File: config.mk
export PLATFORM = sky130hd
export DESIGN_NAME = lcb_sim_flat
export DESIGN_NICKNAME = d
export VERILOG_FILES = /design/src/rtl/lcb_sim_if.sv /design/src/rtl/lcb_sim.sv /design/src/flat_wrapper.sv
export SDC_FILE = /design/constraint.sdc
export NUM_CORES = 1
export LEC_CHECK = 0
export ABC_AREA = 1
export BUFFER_PORTS_ARGS = -buffer_cell sky130_fd_sc_hd__buf_2
export CELL_PAD_IN_SITES_DETAIL_PLACEMENT = 1
export CELL_PAD_IN_SITES_GLOBAL_PLACEMENT = 1
export CORE_ASPECT_RATIO = 1.4
export CORE_UTILIZATION = 48
export DETAILED_ROUTE_END_ITERATION = 10
export HOLD_SLACK_MARGIN = 0.06
export PLACE_DENSITY_LB_ADDON = 0.1
export SLEW_MARGIN = 0
export SYNTH_ARGS = -nofsm -noshare
export SYNTH_HDL_FRONTEND = slang
export SYNTH_SLANG_ARGS = --single-unit
File: constraint.sdc
create_clock -name clk80MHz -period 2.23 [get_ports clk80MHz]
set_clock_uncertainty 0.05 [all_clocks]
set_input_delay 0.3345 -clock clk80MHz [delete_from_list [all_inputs] [get_ports clk80MHz]]
set_output_delay 0.3345 -clock clk80MHz [all_outputs]
set_load 0.1 [all_outputs]
File: src/rtl/lcb_sim_if.sv
// RS-485 transceiver pins plus the received-byte output of the LCB link simulator.
`timescale 1ns/1ps
interface lcb_sim_if;
  logic       UART_RX;
  logic       UART_TX;
  logic       UART_dTX;
  logic       UART_dRX;
  logic [7:0] dataFromLCB;
  logic       ValRX;

  // master: the link simulator itself
  modport master (
    input  UART_RX,
    output UART_TX, UART_dTX, UART_dRX, dataFromLCB, ValRX
  );

  // slave: the board / LCB side of the wire
  modport slave (
    output UART_RX,
    input  UART_TX, UART_dTX, UART_dRX, dataFromLCB, ValRX
  );
endinterface

File: src/rtl/lcb_sim.sv
// LCB link simulator: periodic 2-byte request on a half-duplex RS-485 UART,
// then listens and strobes out every correctly framed response byte.
`timescale 1ns/1ps
module lcb_sim #(
  parameter int         CLKS_PER_BIT = 34,
  parameter int         PERIOD       = 16000,
  parameter logic [7:0] LCB_ADDR     = 8'h01
) (
  input  logic      clk80MHz,
  input  logic      rst_n,
  lcb_sim_if.master bus
);

  localparam int CW = $clog2(CLKS_PER_BIT + 1);
  localparam int PW = (PERIOD > 1) ? $clog2(PERIOD) : 1;
  localparam logic [CW-1:0] BIT_LAST  = CW'(CLKS_PER_BIT - 1);
  localparam logic [CW-1:0] HALF_LAST = CW'(CLKS_PER_BIT / 2 - 1);
  localparam logic [PW-1:0] PER_LAST  = PW'(PERIOD - 1);

  typedef enum logic [1:0] {TX_IDLE, TX_GUARD_PRE, TX_SEND, TX_GUARD_POST} tx_state_e;
  typedef enum logic [1:0] {RX_IDLE, RX_START, RX_DATA, RX_STOP} rx_state_e;

  // ---------------- period counter ----------------
  logic [PW-1:0] per_cnt_q;
  logic          per_wrap;

  assign per_wrap = (per_cnt_q == PER_LAST);

  // free-running request period; a wrap launches a request if TX is idle
  always_ff @(posedge clk80MHz or negedge rst_n) begin
    if (!rst_n)        per_cnt_q <= '0;
    else if (per_wrap) per_cnt_q <= '0;
    else               per_cnt_q <= per_cnt_q + 1'b1;
  end

  // ---------------- TX path ----------------
  tx_state_e     tx_state_q, tx_state_d;
  logic [CW-1:0] tx_cnt_q,   tx_cnt_d;
  logic [4:0]    tx_bit_q,   tx_bit_d;
  logic [19:0]   tx_sh_q,    tx_sh_d;
  logic [7:0]    req_cnt_q,  req_cnt_d;
  logic          tx_q,       tx_d;
  logic          dtx_q,      dtx_d;

  // TX state and registered line/enable outputs
  always_ff @(posedge clk80MHz or negedge rst_n) begin
    if (!rst_n) begin
      tx_state_q <= TX_IDLE;
      tx_cnt_q   <= '0;
      tx_bit_q   <= '0;
      tx_sh_q    <= '1;
      req_cnt_q  <= '0;
      tx_q       <= 1'b1;
      dtx_q      <= 1'b0;
    end else begin
      tx_state_q <= tx_state_d;
      tx_cnt_q   <= tx_cnt_d;
      tx_bit_q   <= tx_bit_d;
      tx_sh_q    <= tx_sh_d;
      req_cnt_q  <= req_cnt_d;
      tx_q       <= tx_d;
      dtx_q      <= dtx_d;
    end
  end

  // guard / two back-to-back frames / guard; outputs derived from next state
  // so the pins change on the same edge as the state
  always_comb begin
    tx_state_d = tx_state_q;
    tx_cnt_d   = tx_cnt_q;
    tx_bit_d   = tx_bit_q;
    tx_sh_d    = tx_sh_q;
    req_cnt_d  = req_cnt_q;
    case (tx_state_q)
      TX_IDLE: begin
        if (per_wrap) begin
          tx_state_d = TX_GUARD_PRE;
          tx_cnt_d   = '0;
        end
      end
      TX_GUARD_PRE: begin
        if (tx_cnt_q == BIT_LAST) begin
          tx_state_d = TX_SEND;
          tx_cnt_d   = '0;
          tx_bit_d   = '0;
          // {stop, byte1, start, stop, byte0, start}, shifted out LSB first
          tx_sh_d    = {1'b1, req_cnt_q, 1'b0, 1'b1, LCB_ADDR, 1'b0};
        end else begin
          tx_cnt_d = tx_cnt_q + 1'b1;
        end
      end
      TX_SEND: begin
        if (tx_cnt_q == BIT_LAST) begin
          tx_cnt_d = '0;
          tx_sh_d  = {1'b1, tx_sh_q[19:1]};
          if (tx_bit_q == 5'd19) tx_state_d = TX_GUARD_POST;
          else                   tx_bit_d   = tx_bit_q + 1'b1;
        end else begin
          tx_cnt_d = tx_cnt_q + 1'b1;
        end
      end
      TX_GUARD_POST: begin
        if (tx_cnt_q == BIT_LAST) begin
          tx_state_d = TX_IDLE;
          tx_cnt_d   = '0;
          req_cnt_d  = req_cnt_q + 1'b1;
        end else begin
          tx_cnt_d = tx_cnt_q + 1'b1;
        end
      end
      default: tx_state_d = TX_IDLE;
    endcase
    tx_d  = (tx_state_d == TX_SEND) ? tx_sh_d[0] : 1'b1;
    dtx_d = (tx_state_d != TX_IDLE);
  end

  // ---------------- RX path ----------------
  logic rx_s1_q, rx_s2_q, rx_prev_q;
  logic rx_fall;

  assign rx_fall = rx_prev_q & ~rx_s2_q;

  // 2-flop synchronizer plus one delayed copy for edge detection
  always_ff @(posedge clk80MHz or negedge rst_n) begin
    if (!rst_n) begin
      rx_s1_q   <= 1'b1;
      rx_s2_q   <= 1'b1;
      rx_prev_q <= 1'b1;
    end else begin
      rx_s1_q   <= bus.UART_RX;
      rx_s2_q   <= rx_s1_q;
      rx_prev_q <= rx_s2_q;
    end
  end

  rx_state_e     rx_state_q, rx_state_d;
  logic [CW-1:0] rx_cnt_q,   rx_cnt_d;
  logic [2:0]    rx_bit_q,   rx_bit_d;
  logic [7:0]    rx_sh_q,    rx_sh_d;
  logic [7:0]    data_q,     data_d;
  logic          val_q,      val_d;

  // RX state and received-byte outputs
  always_ff @(posedge clk80MHz or negedge rst_n) begin
    if (!rst_n) begin
      rx_state_q <= RX_IDLE;
      rx_cnt_q   <= '0;
      rx_bit_q   <= '0;
      rx_sh_q    <= '0;
      data_q     <= '0;
      val_q      <= 1'b0;
    end else begin
      rx_state_q <= rx_state_d;
      rx_cnt_q   <= rx_cnt_d;
      rx_bit_q   <= rx_bit_d;
      rx_sh_q    <= rx_sh_d;
      data_q     <= data_d;
      val_q      <= val_d;
    end
  end

  // mid-bit sampling receiver; held in IDLE while our own driver is on
  always_comb begin
    rx_state_d = rx_state_q;
    rx_cnt_d   = rx_cnt_q;
    rx_bit_d   = rx_bit_q;
    rx_sh_d    = rx_sh_q;
    data_d     = data_q;
    val_d      = 1'b0;
    if (dtx_q) begin
      rx_state_d = RX_IDLE;
      rx_cnt_d   = '0;
    end else begin
      case (rx_state_q)
        RX_IDLE: begin
          if (rx_fall) begin
            rx_state_d = RX_START;
            rx_cnt_d   = '0;
          end
        end
        RX_START: begin
          if (rx_cnt_q == HALF_LAST) begin
            rx_cnt_d = '0;
            rx_bit_d = '0;
            // high at mid start bit means the edge was a glitch
            rx_state_d = rx_s2_q ? RX_IDLE : RX_DATA;
          end else begin
            rx_cnt_d = rx_cnt_q + 1'b1;
          end
        end
        RX_DATA: begin
          if (rx_cnt_q == BIT_LAST) begin
            rx_cnt_d = '0;
            rx_sh_d  = {rx_s2_q, rx_sh_q[7:1]};
            if (rx_bit_q == 3'd7) rx_state_d = RX_STOP;
            else                  rx_bit_d   = rx_bit_q + 1'b1;
          end else begin
            rx_cnt_d = rx_cnt_q + 1'b1;
          end
        end
        RX_STOP: begin
          if (rx_cnt_q == BIT_LAST) begin
            rx_cnt_d   = '0;
            rx_state_d = RX_IDLE;
            // a low stop bit is a framing error: drop the byte silently
            if (rx_s2_q) begin
              data_d = rx_sh_q;
              val_d  = 1'b1;
            end
          end else begin
            rx_cnt_d = rx_cnt_q + 1'b1;
          end
        end
        default: rx_state_d = RX_IDLE;
      endcase
    end
  end

  assign bus.UART_TX     = tx_q;
  assign bus.UART_dTX    = dtx_q;
  assign bus.UART_dRX    = dtx_q;
  assign bus.dataFromLCB = data_q;
  assign bus.ValRX       = val_q;

endmodule

File: src/flat_wrapper.sv
// flat-port wrapper written by rule: the top's interface ports become plain ports
module lcb_sim_flat 
#(
  parameter int         CLKS_PER_BIT = 34,
  parameter int         PERIOD       = 16000,
  parameter logic [7:0] LCB_ADDR     = 8'h01
)
  (clk80MHz, rst_n, bus_UART_RX, bus_UART_TX, bus_UART_dTX, bus_UART_dRX, bus_dataFromLCB, bus_ValRX);
  lcb_sim_if bus_i ();
  input  logic clk80MHz;
  input  logic rst_n;
  input wire logic [$bits(bus_i.UART_RX)-1:0] bus_UART_RX;
  output wire logic [$bits(bus_i.UART_TX)-1:0] bus_UART_TX;
  output wire logic [$bits(bus_i.UART_dTX)-1:0] bus_UART_dTX;
  output wire logic [$bits(bus_i.UART_dRX)-1:0] bus_UART_dRX;
  output wire logic [$bits(bus_i.dataFromLCB)-1:0] bus_dataFromLCB;
  output wire logic [$bits(bus_i.ValRX)-1:0] bus_ValRX;
  assign bus_i.UART_RX = bus_UART_RX;
  assign bus_UART_TX = bus_i.UART_TX;
  assign bus_UART_dTX = bus_i.UART_dTX;
  assign bus_UART_dRX = bus_i.UART_dRX;
  assign bus_dataFromLCB = bus_i.dataFromLCB;
  assign bus_ValRX = bus_i.ValRX;
  lcb_sim #(.CLKS_PER_BIT(CLKS_PER_BIT), .PERIOD(PERIOD), .LCB_ADDR(LCB_ADDR)) u_core (.clk80MHz(clk80MHz), .rst_n(rst_n), .bus(bus_i));
endmodule
==> results of run 1 <==
## flip-flops by register name (all words and copies together) (netlist names), 2 cells and up
name and flops:
u_core.tx_bit_q 5, u_core.rx_cnt_q 6, u_core.tx_cnt_q 6, u_core.per_cnt_q 14, u_core.rx_state_q 2, u_core.rx_bit_q 3
u_core.tx_state_q 2, u_core.req_cnt_q 8, u_core.bus.dataFromLCB 8, u_core.tx_sh_q 20, u_core.rx_sh_q 8
## cell type report
type | instances | area [µm²] | share of cell area (%)
flip-flops and latches | 88 | 2230 | 45.3
multi-input cells | 346 | 1880 | 38.1
clock buffers | 11 | 253 | 5.12
inverters | 65 | 246 | 5.00
repair buffers | 23 | 158 | 3.20
well taps | 107 | 134 | 2.71
clock inverters | 5 | 31.3 | 0.634
## cells by family after synthesis
group	Yosys count	synth area share [%]
xor gates and xnor gates	16	3.16
DFF	88	50.4
muxes	1	0.226
buffers and inverters	76	7.28
and+or+nand+nor	249	25.8
AOI/OAI and AO/OA	65	8.95
adders and majority gates	15	4.23
## worst max path at each step
stage / endpoint / start / cells past startpoint
4_1_cts: u_core.tx_cnt_q[2]$_DFFE_PN0P_ / u_core.per_cnt_q[0]$_DFF_PN0_ / 8
5_1_grt: u_core.tx_cnt_q[2]$_DFFE_PN0P_ / u_core.per_cnt_q[0]$_DFF_PN0_ / 8
3_5_place_dp: u_core.tx_cnt_q[2]$_DFFE_PN0P_ / u_core.per_cnt_q[0]$_DFF_PN0_ / 8
2_1_floorplan: u_core.rx_state_q[1]$_DFFE_PN0P_ / u_core.bus.UART_dRX$_DFF_PN0_ / 7
3_3_place_gp: u_core.tx_bit_q[2]$_DFFE_PN0P_ / u_core.tx_state_q[0]$_DFF_PN0_ / 9
6_report: u_core.tx_cnt_q[2]$_DFFE_PN0P_ / u_core.per_cnt_q[0]$_DFF_PN0_ / 8
## where the power goes
group          switching, mW  internal, mW  total [mW]
combinational          0.317         0.156       0.473
sequential            0.0654          1.67        1.74
clock                  0.618         0.811        1.43
## cells in the final DEF, fill, tap and decap left out, drive strengths merged
cell type | Yosys | layout
clkinvlp | 0 | 1
nor3 | 7 | 7
clkbuf | 1 | 11
nand3b | 2 | 2
xnor2 | 1 | 1
nand3 | 30 | 30
o21ai | 41 | 41
nor2 | 50 | 50
dfstp | 24 | 24
ha | 15 | 15
a21boi | 1 | 1
a31oi | 9 | 9
o31ai | 1 | 1
nand4 | 11 | 11
buf | 10 | 21
nand2 | 147 | 147
nor3b | 1 | 1
o22ai | 2 | 2
inv | 65 | 65
dfrtp | 64 | 64
o21bai | 1 | 1
xor2 | 15 | 15
nor4 | 1 | 1
a21oi | 10 | 10
dlygate4sd3 | 0 | 2
mux2i | 1 | 1
clkinv | 0 | 4
## worst reg2reg max path, stage by stage, from the launching register on
cell and delay (ns):
dfrtp_1 0.38, ha_1 0.22, nand4_1 0.20, nor2_2 0.20, nand2_1 0.15, nand2_1 0.24
o21ai_0 0.17, nand2_1 0.11, nor2_1 0.05
## metal layers
metal,global-route usage [%],up-vias,routed length [µm]
met5,0,-,0
met4,10.3,0,254
met3,3.63,19,187
met2,41.0,33,5240
met1,25.4,1689,4180
li1,-,1667,-
## stage by stage
stage | power (mW) | utilization [%] | cells
final | 3.64 | 54.9 | 645
after global routing | 3.83 | 54.9 | 645
after CTS | 3.68 | 54.9 | 645
after detailed placement | 2.24 | 51.6 | 627
after global placement | 2.20 | 51.6 | 627
after floorplan | 2.08 | - | 510
## what timing repair did
item | in CTS | in global routing
hold buffers | 2 | 0
endpoints found under the hold margin | 25 | 0
endpoints found under the setup margin | 0 | 0
setup buffers | 0 | 0
==> impl_metrics.env, run 1 <==
export IMPL_drv_cap=0
export IMPL_rr_startpoint="u_core.per_cnt_q[0]$_DFF_PN0_"
export IMPL_synth_avg_cell_area_um2=8.69
export IMPL_yosysSeqAreaShare_pct=50.4
export IMPL_track_usage_pct=22.3
export IMPL_cp_end_kind="register"
export IMPL_cellPowerDensity_mw_per_mm2=738
export IMPL_r2r_end="u_core.tx_cnt_q[2]$_DFFE_PN0P_"
export IMPL_cp_arrival_ns=2.05
export IMPL_hold_end="u_core.rx_s2_q$_DFF_PN1_"
export IMPL_leakage_nw=2.46
export IMPL_ys_top_cells_by_area="dfrtp_1 (36%), dfstp_2 (14%), nand2_1 (12%), inv_1 (5.2%), ha_1 (4.2%)"
export IMPL_ff2ff_path_depth=8
export IMPL_clk_path_buf_depth=2
export IMPL_viasPerCell=5.28
export IMPL_clkTransAtPathRegs_ns=0.06
export IMPL_synth_seq_cells=88
export IMPL_max_freq_mhz=532
export IMPL_hp_class="register to register"
export IMPL_fin_ws_ns=0.351
export IMPL_cp_max_fo=8
export IMPL_hold_viol=0
export IMPL_cts_sink_count=88
export IMPL_layout_nets=551
export IMPL_areaGrowthSynthToFinish_pct=11.3
export IMPL_synth_nets=528
export IMPL_design_area_mm2=0.00493
export IMPL_fp_dieArea_mm2=0.00963
export IMPL_row_count=41
export IMPL_status="complete, no violations"
export IMPL_crit_buf_inv=0
export IMPL_drc=0
export IMPL_max_slew_margin_rel_pct=67.5
export IMPL_synth_edf_count=0
export IMPL_syn_instance_count=510
export IMPL_synth_area_mm2=0.00443
export IMPL_avgRoutedWirePerCell_um=15.3
export IMPL_ys_dominant_reg_cell="dfrtp_1"
export IMPL_cts_buffers=9
export IMPL_yosysWarnings=0
export IMPL_slowest_stage="dfrtp_1"
export IMPL_grt_setup_unrepaired="no"
export IMPL_worst_pin_slew_ns=0.491
export IMPL_synth_cells_most_frequent="nand2_1 (138), dfrtp_1 (64), inv_1 (62)"
export IMPL_grt_pass1_wl_mm=17.0
export IMPL_antenna_cells=0
export IMPL_fin_crit_ns=1.88
export IMPL_wl_mm=9.86
export IMPL_grt_pass1_vias=3621
export IMPL_post_place_ws_ns=0.354
export IMPL_cp_common_cell="nand2_1"
export IMPL_setup_tns_ns=0
export IMPL_synth_top_area_cell="dfrtp_1"
export IMPL_dpl_cell_area_mm2=0.00463
export IMPL_synth_distinct_cells=39
export IMPL_vias=3408
export IMPL_setup_violations=0
export IMPL_insertion_delay_ns=0.34
export IMPL_path_class="register to register"
export IMPL_grt_max_degree=33
export IMPL_dr_pass1_iters=4
export IMPL_min_path_cells=0
export IMPL_ctsHtreeMaxLevel=3
export IMPL_required_ns=2.40
export IMPL_die_x_um=83.2
export IMPL_die_y_um=116
export IMPL_crit_chain="ha_1, nand4_1, nor2_2, nand2_1, nand2_1, o21ai_0, nand2_1, nor2_1"
export IMPL_drive_above_1_share_pct=17.3
export IMPL_critPathMaxStageDelay_ns=0.38
export IMPL_critPathLaunchType="register"
export IMPL_grt_antenna_before_repair=0
export IMPL_cts_resized=0
export IMPL_postRouteAntennaNets=0
export IMPL_fillers=1073
export IMPL_period_share_pct=84.3
export IMPL_globalplace_congestion=0.762
export IMPL_synthArstFlopShare_pct=100
export IMPL_synth_top_area_share_pct=36.1
export IMPL_io_pins=15
export IMPL_dp_hpwl_mm=7.06
export IMPL_timing_hold_ws_ns=0.312
export IMPL_yosysMostFrequentCell="nand2_1"
export IMPL_globalRouteOverflowTotal=0
export IMPL_drt_initial_drc_count=112
export IMPL_root_buffer="clkbuf_16"
export IMPL_min_from="u_core.rx_s1_q$_DFF_PN1_"
export IMPL_portBuffers=14
export IMPL_start_util_pct=49.4
export IMPL_path_delay_family="simple AND/OR/NAND/NOR gates"
export IMPL_cts_tree="done"
export IMPL_vdd_drop_max_mv=0.514
export IMPL_core_area_mm2=0.00898
export IMPL_drv_slew=0
export IMPL_r2r_slack_ns=0.35
Note: power is estimated with default switching activity, not from simulation.
==> run 2, diff against run 1 <==
clock period = 1.8 ns   (was 2.23 ns; I/O delays follow)
==> run 2 against run 1 <==
Against the previous run:
- clock-buffer cell count is 2 lower
- clock power is 37% higher
- non-clock buffer count is 13 higher
- final cell count is 2.2% higher
- sequential share of layout area is 1.7 points lower
- via count is 2.1% higher
- combinational power is 23% higher
- first-iteration DRC count is 25% higher
- hold slack worse by 0.0044 ns
- critical path depth is 1 higher
- utilization is 2.2 points higher
- routed wire length is 1.2% higher
==> impl_metrics.env, run 2 (synthesis gave the netlist of run 1 again) <==
export IMPL_start_util_pct=49.4
export IMPL_pwr_share_clk_pct=41.9
export IMPL_crit_chain="ha_4, nand4_1, nor2_2, nand2_2, buf_4, nand2_1, nand2_1, nand2_1, nand2_1"
export IMPL_areaGrowthSynthToFinish_pct=15.6
export IMPL_layout_nets=565
export IMPL_path_delay_family="simple AND/OR/NAND/NOR gates"
export IMPL_cts_tree="done"
export IMPL_io_pins=15
export IMPL_vdd_drop_max_mv=0.639
export IMPL_worst_pin_slew_ns=0.492
export IMPL_period_share_pct=96.6
export IMPL_cellPowerDensity_mw_per_mm2=916
export IMPL_largest_register="u_core.tx_sh_q"
export IMPL_hp_class="register to register"
export IMPL_slowest_stage="dfrtp_1"
export IMPL_avgRoutedWirePerCell_um=15.1
export IMPL_drive_above_1_share_pct=21.0
export IMPL_dr_pass1_iters=4
export IMPL_wl_mm=9.98
export IMPL_viasPerCell=5.28
export IMPL_drv_cap=0
export IMPL_critPathLaunchType="register"
export IMPL_postRouteAntennaNets=0
export IMPL_crit_cells=9
export IMPL_antenna_cells=0
export IMPL_row_count=41
export IMPL_die_y_um=116
export IMPL_p_seq_share_pct=45.7
export IMPL_drt_initial_drc_count=140
export IMPL_crit_buf_inv=1
export IMPL_max_slew_margin_rel_pct=67.4
export IMPL_setup_tns_ns=0
export IMPL_final_cell_mix="nand2_1 (136), dfrtp_1 (62), inv_1 (59)"
export IMPL_cp_arrival_ns=1.92
export IMPL_vias=3480
export IMPL_dp_cells=632
export IMPL_hold_viol=0
export IMPL_final_cells=659
export IMPL_track_usage_pct=22.6
export IMPL_globalRouteOverflowTotal=0
export IMPL_min_from="u_core.rx_s1_q$_DFF_PN1_"
export IMPL_final_common_cell="nand2_1"
export IMPL_grt_pass1_wl_mm=17.0
export IMPL_ff2ff_path_depth=9
export IMPL_ctsHtreeMaxLevel=3
export IMPL_max_freq_mhz=575
export IMPL_timing_hold_ws_ns=0.308
export IMPL_min_path_cells=0
export IMPL_cts_buffers=9
export IMPL_p_int_mw=3.38
export IMPL_insertion_delay_ns=0.35
export IMPL_required_ns=1.98
export IMPL_grt_max_degree=31
export IMPL_core_area_mm2=0.00898
export IMPL_finish_utilization_pct=57.1
export IMPL_post_place_ws_ns=0.0308
export IMPL_combPwrFrac_pct=12.4
export IMPL_die_x_um=83.2
export IMPL_cp_common_cell="nand2_1"
export IMPL_status="complete, no violations"
export IMPL_drv_slew=0
export IMPL_setup_violations=0
export IMPL_rr_startpoint="u_core.per_cnt_q[0]$_DFF_PN0_"
export IMPL_switching_share_pct=28.1
export IMPL_drc=0
export IMPL_fin_ws_ns=0.0620
export IMPL_reg_top3="u_core.tx_sh_q x20, u_core.per_cnt_q x14"
export IMPL_clkTransAtPathRegs_ns=0.07
export IMPL_fp_dieArea_mm2=0.00963
export IMPL_globalplace_congestion=0.800
export IMPL_portBuffers=14
export IMPL_clk_path_buf_depth=2
export IMPL_critPathMaxStageDelay_ns=0.41
export IMPL_root_buffer="clkbuf_16"
export IMPL_fin_crit_ns=1.74
export IMPL_cp_max_fo=11
export IMPL_path_class="register to register"
export IMPL_cts_sink_count=88
export IMPL_cp_end_kind="register"
export IMPL_dp_hpwl_mm=6.99
export IMPL_p_switching_mw=1.32
export IMPL_leakage_nw=2.54
export IMPL_largest_register_ffs=20
export IMPL_grt_antenna_before_repair=0
export IMPL_startpoint="u_core.per_cnt_q[0]$_DFF_PN0_"
export IMPL_grt_pass1_vias=3712
-- run 2: repair_timing --
action / in CTS / in global routing
gates cloned: 0 / 1
pin swaps: 1 / 4
gates resized for setup: 0 / 10
endpoints found under the setup margin: 3 / 36
endpoints found under the hold margin: 36 / 0
buffers inserted: 1 / 7
hold buffers: 2 / 0
-- run 2: area by class of cell --
type | count | area (µm²)
clock buffer | 9 | 225
clock inverter | 7 | 86.3
fill | 1070 | 3850
inverter | 65 | 250
multi-input combinational | 346 | 1900
sequential | 88 | 2230
tap | 107 | 134
timing repair buffer | 36 | 293
timing repair inverter | 1 | 5.00
-- run 2: power by group through the flow --
stage	logic (mW)	clock network (mW)	registers, mW
5_1_grt	0.701	2.06	2.16
6_report	0.582	1.96	2.15
3_3_place_gp	0.568	0	2.18
4_1_cts	0.593	2.01	2.15
3_5_place_dp	0.585	0	2.18
2_1_floorplan	0.414	0	2.16
-- run 2: final timing paths --
check | end | slack, ns
worst max-delay path | u_core.bus.UART_dRX$_DFF_PN0_ | 0.06
worst min-delay path | u_core.rx_s2_q$_DFF_PN1_ | 0.31
worst max register to register | u_core.bus.UART_dRX$_DFF_PN0_ | 0.06
min in group asynchronous | u_core.rx_cnt_q[1]$_DFFE_PN0P_ | 0.32
max in group asynchronous | u_core.rx_s1_q$_DFF_PN1_ | 0.77
worst min register to register | u_core.rx_s2_q$_DFF_PN1_ | 0.31
-- run 2: per-stage QoR --
step | power (mW) | cell area [µm²]
final | 4.69 | 5130
after global routing | 4.92 | 5130
after CTS | 4.75 | 5040
after detailed placement | 2.77 | 4690
after global placement | 2.75 | 4690
after floorplan | 2.58 | 4430
-- run 2: routing by layer --
metal	wire (µm)	vias to the layer above	GRT usage, %
met2	5450	33	41.9
met3	151	28	2.71
met5	0	-	0
met1	3980	1717	24.4
li1	-	1702	-
met4	396	0	14.6
==> run 3, diff against run 2 <==
REMOVE_ABC_BUFFERS = 1   (was not set)
==> run 3 against run 2 <==
Against the previous run:
- sequential power is essentially flat
- register-to-register slack gained 0.03 ns
- die area is the same
- critical path depth is the same
- sequential share of layout area shrank 0.37 points
- fmax grew 2.0%
- hold slack gained 0.022 ns
- largest power group unchanged
- clock power shrank 5%
- routed wire length shrank 0.99%
- via count shrank 0.46%
==> impl_metrics.env, run 3 (synthesis gave the netlist of run 1 again) <==
export IMPL_min_path_cells=0
export IMPL_final_cell_mix="nand2_1 (134), dfrtp_1 (63), inv_1 (59)"
export IMPL_avgRoutedWirePerCell_um=15.0
export IMPL_cts_buffers=9
export IMPL_max_slew_margin_rel_pct=67.3
export IMPL_fin_crit_ns=1.70
export IMPL_die_y_um=116
export IMPL_cts_tree="done"
export IMPL_root_buffer="clkbuf_16"
export IMPL_ff2ff_path_depth=9
export IMPL_max_freq_mhz=587
export IMPL_timing_hold_ws_ns=0.330
export IMPL_cts_sink_count=88
export IMPL_grt_busiest_layer="met2"
export IMPL_globalplace_congestion=0.818
export IMPL_final_common_cell="nand2_1"
export IMPL_insertion_delay_ns=0.34
export IMPL_cp_arrival_ns=1.88
export IMPL_fp_dieArea_mm2=0.00963
export IMPL_grt_pass1_vias=3629
export IMPL_worst_pin_slew_ns=0.494
export IMPL_drive_above_1_share_pct=21.4
export IMPL_grt_antenna_before_repair=0
export IMPL_largest_register="u_core.tx_sh_q"
export IMPL_dr_pass1_iters=4
export IMPL_portBuffers=14
export IMPL_grt_pass1_wl_mm=16.9
export IMPL_core_area_mm2=0.00898
export IMPL_hold_viol=0
export IMPL_globalRouteOverflowTotal=0
export IMPL_io_pins=15
export IMPL_power_total_mw=4.60
export IMPL_dp_hpwl_mm=7.03
export IMPL_drc=0
export IMPL_status="complete, no violations"
export IMPL_drt_initial_drc_count=128
export IMPL_reg_top3="u_core.tx_sh_q x20, u_core.per_cnt_q x14"
export IMPL_cellPowerDensity_mw_per_mm2=891
export IMPL_clkTransAtPathRegs_ns=0.07
export IMPL_fillers=1085
export IMPL_setup_violations=0
export IMPL_row_count=41
export IMPL_drv_cap=0
export IMPL_largest_register_ffs=20
export IMPL_dp_cells=633
export IMPL_met2_usage_pct=42.7
export IMPL_required_ns=1.98
export IMPL_path_class="register to register"
export IMPL_grtUsageMet1_pct=24.0
export IMPL_vias=3464
export IMPL_areaGrowthSynthToFinish_pct=16.6
export IMPL_vdd_drop_max_mv=0.626
export IMPL_hp_class="register to register"
export IMPL_critPathLaunchType="register"
export IMPL_cp_end_kind="register"
export IMPL_grt_max_degree=35
export IMPL_use_met3_pct=3.42
export IMPL_period_share_pct=94.7
export IMPL_postRouteAntennaNets=0
export IMPL_die_x_um=83.2
export IMPL_viasPerCell=5.26
export IMPL_layout_nets=565
export IMPL_cp_max_fo=7
export IMPL_track_usage_pct=22.1
export IMPL_ctsHtreeMaxLevel=3
export IMPL_antenna_cells=0
export IMPL_wl_mm=9.88
export IMPL_start_util_pct=49.4
export IMPL_final_cells=659
export IMPL_drv_slew=0
export IMPL_leakage_nw=2.54
export IMPL_clk_path_buf_depth=2
-- run 3: timing repair --
action | 4_1_cts | 5_1_grt
hold buffers | 2 | 0
endpoints found under the setup margin | 2 | 31
gates resized for setup | 0 | 20
setup buffers | 1 | 6
hold endpoints to repair | 19 | 0
pin swaps | 1 | 8
cloned | 0 | 1
-- run 3: area by class of cell --
class,instances,area (µm²),share of cell area (%)
sequential,88,2230,43.2
multi-input combinational,346,1950,37.8
timing repair buffer,36,297,5.74
inverter,65,250,4.84
clock buffer,10,229,4.43
tap,107,134,2.59
clock inverter,6,65.1,1.26
timing repair inverter,1,7.51,0.145
-- run 3: per-stage QoR --
step,utilization [%],cell area [µm²],TNS (ns),setup WS [ns]
after floorplan,-,4360,-17.70,-0.782
after detailed placement,52.3,4700,0,0.0213
after global routing,57.6,5170,-0.0603,-0.0304
final,57.6,5170,0,0.0953
after global placement,52.3,4700,0,0.0663
after CTS,56.1,5030,0,0.00168
-- run 3: path summary, 6_finish.rpt --
path / startpoint / end / slack (ns)
setup / recovery: u_core.tx_state_q[0]$_DFF_PN0_ / u_core.tx_bit_q[1]$_DFFE_PN0P_ / 0.1
hold / removal: u_core.rx_s1_q$_DFF_PN1_ / u_core.rx_s2_q$_DFF_PN1_ / 0.33
setup reg to reg: u_core.tx_state_q[0]$_DFF_PN0_ / u_core.tx_bit_q[1]$_DFFE_PN0P_ / 0.1
hold reg to reg: u_core.rx_s1_q$_DFF_PN1_ / u_core.rx_s2_q$_DFF_PN1_ / 0.33
max in group asynchronous: rst_n / u_core.per_cnt_q[4]$_DFF_PN0_ / 0.73
min in group asynchronous: rst_n / u_core.rx_bit_q[2]$_DFFE_PN0P_ / 0.38
-- run 3: worst max-delay path, stage by stage, from the launching register on --
cell     delay (ns)
dfrtp_1        0.41
inv_1          0.17
ha_2           0.28
inv_1          0.14
nor2_8         0.17
inv_4          0.07
nand2_4        0.07
nand2_4        0.08
nand2_1        0.10
o21ai_2        0.06
-- run 3: power breakdown --
group / internal [mW] / switching (mW) / total (mW)
combinational: 0.205 / 0.389 / 0.594
sequential: 2.07 / 0.0804 / 2.15
clock: 1.08 / 0.777 / 1.86
-- run 3: metal layers --
layer  up-vias  wire length, µm
li1       1699                -
met1      1727             3970
met2        21             5580
met3        17              140
met4         0              190
met5         -                0
